File: config.mk
export PLATFORM = sky130hd
export DESIGN_NAME = race_move_scheduler
export DESIGN_NICKNAME = d
export VERILOG_FILES = /design/src/rtl/racer_pkg.sv /design/src/rtl/race_move_scheduler_rr_arbiter4.sv /design/src/rtl/race_move_scheduler.sv
export SDC_FILE = /design/constraint.sdc
export NUM_CORES = 1
export LEC_CHECK = 0
export CORE_MARGIN = 2
export CORE_UTILIZATION = 36
export CTS_CLUSTER_DIAMETER = 150
export CTS_CLUSTER_SIZE = 25
export DETAILED_ROUTE_END_ITERATION = 16
export GPL_ROUTABILITY_DRIVEN = 0
export HOLD_SLACK_MARGIN = 0.12
export PLACE_DENSITY_LB_ADDON = 0.2
export REMOVE_ABC_BUFFERS = 1
export SLEW_MARGIN = 20
export SYNTH_ARGS = -nofsm -noshare
export SYNTH_HDL_FRONTEND = slang
export SYNTH_SLANG_ARGS = --single-unit
File: constraint.sdc
create_clock -name clk -period 2.59 [get_ports clk]
set_clock_uncertainty 0.05 [all_clocks]
set_input_delay 0.3885 -clock clk [delete_from_list [all_inputs] [get_ports clk]]
set_output_delay 0.3885 -clock clk [all_outputs]
set_load 0.05 [all_outputs]
File: src/rtl/racer_pkg.sv
// Shared constants for the LED racer game core: player indices, controller
// state encoding and winner codes.
package racer_pkg;

  localparam int NB_PLAYERS = 4;

  localparam logic [1:0] GREEN  = 2'd0;
  localparam logic [1:0] RED    = 2'd1;
  localparam logic [1:0] BLUE   = 2'd2;
  localparam logic [1:0] YELLOW = 2'd3;

  localparam logic [2:0] ST_INIT    = 3'd0;
  localparam logic [2:0] ST_REQ     = 3'd1;
  localparam logic [2:0] ST_WAIT_HI = 3'd2;
  localparam logic [2:0] ST_WAIT_LO = 3'd3;
  localparam logic [2:0] ST_RUN     = 3'd4;
  localparam logic [2:0] ST_FINISH  = 3'd5;

  localparam logic [2:0] WIN_NONE   = 3'd0;

  // Winner code is the player index plus one, so zero can mean "no winner".
  function automatic logic [2:0] winner_code(input logic [1:0] idx);
    return {1'b0, idx} + 3'd1;
  endfunction

endpackage

File: src/rtl/race_move_scheduler_rr_arbiter4.sv
// Four-way round-robin pick: the first pending player at or after rr_ptr,
// wrapping modulo four. Purely combinational.
module rr_arbiter4
  import racer_pkg::*;
(
  input  logic [3:0] pending,
  input  logic [1:0] rr_ptr,
  output logic [3:0] grant,
  output logic [1:0] grant_idx,
  output logic       any
);

  logic [1:0] cand;

  always_comb begin
    // NOTE: every output gets a default first so no path leaves a latch behind.
    grant_idx = rr_ptr;
    cand      = rr_ptr;
    any       = |pending;
    // Walk from the farthest offset down so the nearest pending player wins.
    for (int k = NB_PLAYERS - 1; k >= 0; k--) begin
      cand = rr_ptr + 2'(k);
      if (pending[cand]) grant_idx = cand;
    end
    grant = any ? (4'b0001 << grant_idx) : 4'b0000;
  end

endmodule

File: src/rtl/race_move_scheduler.sv
// LED racer game core: button edge capture, round-robin move scheduling,
// position counters, frame refresh sequencing and winner detection.
module race_move_scheduler
  import racer_pkg::*;
#(
  parameter int NB_LEDS = 49,
  parameter int POS_W   = 6
) (
  input  logic             clk,
  input  logic             FORCE_RESET_N,
  input  logic             GREEN_BTN,
  input  logic             RED_BTN,
  input  logic             BLUE_BTN,
  input  logic             YELLOW_BTN,
  input  logic             frame_busy,
  output logic             update_frame,
  output logic [3:0]       grant,
  output logic [POS_W-1:0] pos_green,
  output logic [POS_W-1:0] pos_red,
  output logic [POS_W-1:0] pos_blue,
  output logic [POS_W-1:0] pos_yellow,
  output logic [2:0]       winner
);

  logic [3:0]       btn, btn_prev, rise;
  logic [3:0]       pending;
  logic [1:0]       rr_ptr;
  logic [2:0]       state;
  logic [POS_W-1:0] pos_q [NB_PLAYERS];

  logic [3:0] arb_grant;
  logic [1:0] arb_idx;
  logic       arb_any;
  logic       do_move;
  logic [3:0] clr;

  assign btn  = {YELLOW_BTN, BLUE_BTN, RED_BTN, GREEN_BTN};
  assign rise = btn & ~btn_prev;

  rr_arbiter4 u_arb (
    .pending   (pending),
    .rr_ptr    (rr_ptr),
    .grant     (arb_grant),
    .grant_idx (arb_idx),
    .any       (arb_any)
  );

  assign do_move = (state == ST_RUN) && (winner == WIN_NONE) && arb_any;
  assign clr     = do_move ? arb_grant : 4'b0000;

  // Set wins over clear so a press landing on its own grant cycle is kept.
  always_ff @(posedge clk or negedge FORCE_RESET_N) begin
    // NOTE: state uses non-blocking assignments so every flop samples pre-edge values.
    if (!FORCE_RESET_N) begin
      btn_prev <= '0;
      pending  <= '0;
    end else begin
      btn_prev <= btn;
      pending  <= (state == ST_FINISH) ? 4'b0000 : ((pending & ~clr) | rise);
    end
  end

  always_ff @(posedge clk or negedge FORCE_RESET_N) begin
    if (!FORCE_RESET_N) begin
      state        <= ST_INIT;
      rr_ptr       <= '0;
      grant        <= '0;
      update_frame <= 1'b0;
      winner       <= WIN_NONE;
      for (int i = 0; i < NB_PLAYERS; i++) pos_q[i] <= '0;
    end else begin
      grant        <= '0;
      update_frame <= 1'b0;
      case (state)
        ST_INIT:    state <= ST_REQ;
        ST_REQ: begin
          if (!frame_busy) begin
            update_frame <= 1'b1;
            state        <= ST_WAIT_HI;
          end
        end
        ST_WAIT_HI: if (frame_busy)  state <= ST_WAIT_LO;
        ST_WAIT_LO: if (!frame_busy) state <= ST_RUN;
        ST_RUN: begin
          if (winner != WIN_NONE) begin
            state <= ST_FINISH;
          end else if (arb_any) begin
            grant          <= arb_grant;
            pos_q[arb_idx] <= pos_q[arb_idx] + POS_W'(1);
            rr_ptr         <= arb_idx + 2'd1;
            if (pos_q[arb_idx] == POS_W'(NB_LEDS - 2)) winner <= winner_code(arb_idx);
            state          <= ST_REQ;
          end
        end
        ST_FINISH:  state <= ST_FINISH;
        default:    state <= ST_INIT;
      endcase
    end
  end

  assign pos_green  = pos_q[GREEN];
  assign pos_red    = pos_q[RED];
  assign pos_blue   = pos_q[BLUE];
  assign pos_yellow = pos_q[YELLOW];

endmodule
==> results.txt <==
----------------------------------------------------
[Die]
  Height of the die ... 81.63 microns
  Core box area ... 5886 sq um
  Die Wd ... 81.63 microns
  Standard-cell rows ... 28
  Count of boundary I/O pins ... 39
  Starting Density ... 36.86%
  Total Die Area ... 6663 sq um

[Final layout]
  Syn-to-layout area delta ... 32.76%
  Sequential cell area ... ~1100 sq um
  Share of the core filled with cells ... 48.94%
  Layout Cell Area excl Fill ... a little under 3000 sq um
  Non-filler instance count after layout ... 350
  Number of antenna diodes ... 0
  Final net count ... 286
  Total area of multi-input combinational cells ... roughly 990 sq um
  Fill cell instance count of the final layout ... 573
  Fraction of final layout cells with drive strength greater than 1 ... 19.27%

[Critical path]
  Kind of start point of the critical path ... flip-flop
  Arrival time at the worst endpoint ... 2.66 ns
  Top Family by Delay on Critical Path ... simple AND/OR/NAND/NOR gates
  CP Launch Point ... rr_ptr[1]$_DFFE_PN0P_
  Buffer and inverter count on the worst path ... 2
  Setup Crit Path Kind ... flip-flop to flip-flop
  Top fanout value on the critical path ... 8
  Element type at the critical path end ... flip-flop
  Number of stages on the worst setup path ... 10
  Slowest-stage cell, CP ... sky130_fd_sc_hd__dfrtp_1
  Required time reported for the critical path endpoint ... 2.78 ns
  Slowest stage delay, CP ... 0.43 ns
  Chain of cells forming the critical path ... nor3_2 -> a2111oi_4 -> or2_4 -> inv_2 -> buf_4 -> nand2_1 -> a32o_2 -> nor3_4 -> and4_4 -> a21o_1
  Terminus of the critical flop-to-flop path ... winner[2]$_DFFE_PN0P_
  R2R Path Start ... rr_ptr[1]$_DFFE_PN0P_
  Register-to-register setup slack ... 0.12 ns
  Length in cells of the worst reg-to-reg path ... 10
  Timing endpoint of the critical path ... winner[2]$_DFFE_PN0P_

[Synthesis]
  Cell area after synthesis ... 2170 sq um
  Share of the yosys chip area belonging to registers ... 51.90%
  Ranking of synthesized cells by area ... sky130_fd_sc_hd__dfrtp_1, sky130_fd_sc_hd__nand2_1, sky130_fd_sc_hd__o21ai_0
  Cell type with the highest aggregate area in the netlist ... sky130_fd_sc_hd__dfrtp_1
  Post-synth ARST share ... 100.0%
  Commonest cells in the synthesized netlist ... sky130_fd_sc_hd__dfrtp_1, sky130_fd_sc_hd__nand2_1, sky130_fd_sc_hd__o21ai_0
  Post-synthesis register bit count ... 45
  Cell count after synthesis ... 218
  Top cell type's share of synthesized area ... 51.90%
  Average footprint of a synthesized cell ... 9.952 sq um
  Primary FF master, synth ... sky130_fd_sc_hd__dfrtp_1
  Number of warning messages in the yosys log ... 0
  Most used standard cell by instance count after synthesis ... sky130_fd_sc_hd__dfrtp_1
  EDFF count, synth ... 0
  Distinct cell type count of the synthesized netlist ... 38

[STA]
  Transition time of the tightest slew-check pin ... around 0.57 ns
  Number of max-slew violations in the final report ... 0
  Number of setup violations in the final report ... 0
  Relative max-transition margin ... 62.10%
  Timing-limited maximum frequency ... 404.6 MHz
  Share of the clock period used by the worst path after layout ... 95.42%
  Final critical delay including setup and external delays ... 2.471 ns
  Hold violation total from the final report ... 0
  Final worst hold slack ... 0.1049 ns

[Power]
  Power density of the placed cells ... about 1400 nW/um^2
  Cell internal power dissipation ... between 0.002 and 0.0025 W
  Switching share of total power ... between 40% and 50%
  Clock network power share ... 10.7%
  Gate power share ... 61.7%
  Share of total power in sequential cells ... between 20% and 30%
  Power spent charging and discharging nets ... 0.001925 W
  Cell leakage power ... 1.302 nW
  Maximum VDD drop ... 0.0006346 V

[Detailed routing]
  Final antenna-violating net count ... 0
  Post-detailed-routing wire length ... roughly 4800 microns
  Post-detailed-route via-to-cell ratio ... 4.929
  Count of TritonRoute iterations in the first routing pass ... 5
  First DRT Iteration DRCs ... 91
  Detailed-route wire length per cell ... ~14 microns
  Overall via count from detail_route ... between 1,500 and 2,000
  DRC viols ... 0

[CTS]
  CTS H-tree lvls ... 2
  Clock sink count ... 45
  Clock-pin slew reported for the worst setup and hold paths after clock tree synthesis ... 0.08 ns
  Skew-Pair Late Insertion Delay ... 0.30 ns
  Clock tree from TritonCTS ... built
  Num CTS Buffers ... 5
  Root buffer selected by CTS ... sky130_fd_sc_hd__clkbuf_8
  Longest Clk Path Bufs ... 2

[Place]
  Dpl hpwl ... 3435 microns
  Dpl cell area ... approximately 2700 sq um
  # port buffers ... 38
  Inst Count DP ... around 340

[Job]
  Max capacitance violation total ... 0

[Global route]
  Wire length of the first global-routing pass ... 7852 microns
  Number of antenna violations at the first check in global routing ... 0
  Via count of the first global-routing pass ... around 1,600
  Maximum number of pins on one net before global-route repair ... between 40 and 50
  Global Route Usage Sum ... 15.54%
  Total overflow reported by the global router ... 0

[Worst hold path]
  Hold crit path type ... input pin to async pin

[Status]
  Status ... complete, no violations

----------------------------------------------------
-- power groups by stage --
| stage | logic [W] | clock network, W | registers, W |
|---|---|---|---|
| final | 0.00246 | 0.000427 | 0.00110 |
| after global routing | 0.00269 | 0.000468 | 0.00113 |
| after CTS | 0.00229 | 0.000439 | 0.00110 |
| after detailed placement | 0.00226 | 0 | 0.00111 |
| after global placement | 0.00225 | 0 | 0.00111 |
| after floorplan | 0.00101 | 0 | 0.00155 |
-- cell type report --
class | instances | share of cell area [%]
clock buffers | 7 | 2.650
repair buffers | 59 | 18.77
inverters | 12 | 1.564
flip-flops and latches | 45 | 39.10
well taps | 75 | 3.258
multi-input cells | 151 | 34.40
clock inverters | 1 | 0.2606
-- worst min path at each step --
stage	start	to	cells past startpoint
finish	FORCE_RESET_N	pending[0]$_DFF_PN0_	2
global route	FORCE_RESET_N	pending[0]$_DFF_PN0_	2
CTS	FORCE_RESET_N	pending[0]$_DFF_PN0_	2
detailed placement	winner[1]$_DFFE_PN0P_	winner[1]$_DFFE_PN0P_	1
global placement	winner[2]$_DFFE_PN0P_	winner[2]$_DFFE_PN0P_	1
floorplan	FORCE_RESET_N	btn_prev[0]$_DFF_PN0_	0
-- repair_timing --
item | CTS | global route
gates resized for setup | 2 | 15
buffers inserted | 0 | 4
hold buffers | 0 | 0
pin swaps | 0 | 7
setup endpoints to repair | 4 | 19
-- cells in the final DEF (no fill, tap or decap), types with 6 or more instances in the layout --
cell	netlist	routed
sky130_fd_sc_hd__a21oi_1	12	12
sky130_fd_sc_hd__buf_4	1	19
sky130_fd_sc_hd__clkdlybuf4s50_1	0	37
sky130_fd_sc_hd__dfrtp_1	45	45
sky130_fd_sc_hd__inv_1	11	10
sky130_fd_sc_hd__mux2i_1	6	6
sky130_fd_sc_hd__nand2_1	42	42
sky130_fd_sc_hd__nor2_1	16	16
sky130_fd_sc_hd__nor2b_1	7	6
sky130_fd_sc_hd__nor4_1	7	6
sky130_fd_sc_hd__o21ai_0	18	18
-- routing by layer --
metal,vias to the layer above,share of wire (%),global-route usage (%),wire length (microns)
met2,29,47,24.26,2229
met3,6,3.1,3.516,146
met1,825,49,21.67,2332
li1,865,-,-,-
met4,0,1.3,4.500,62
met5,-,0,0,0
-- sequential cells by signal (all words and copies together) (netlist names) --
| signal | count |
|---|---|
| pending | 4 |
| update_frame | 1 |
| btn_prev | 4 |
| winner | 3 |
| pos_green | 6 |
| grant | 4 |
| rr_ptr | 2 |
| state | 3 |
| pos_blue | 6 |
| pos_red | 6 |
| pos_yellow | 6 |
-- cells by family after synthesis --
group	share of synthesized area (%)
flops	51.90
buf+inv	5.478
simple gates	18.17
xor+xnor	1.615
fa+ha+maj	2.884
mux	5.363
compound gates	14.59
-- metrics by stage --
stage | setup WS (ns) | total power (W) | setup TNS (ns)
finish | 0.1187 | 0.003990 | 0
global route | -0.006801 | 0.004293 | -0.01073
CTS | 0.07075 | 0.003820 | 0
detailed placement | 0.005142 | 0.003369 | 0
global placement | -0.002212 | 0.003352 | -0.003823
floorplan | -0.1906 | 0.002556 | -1.573
(Power assumes the default switching activity.)
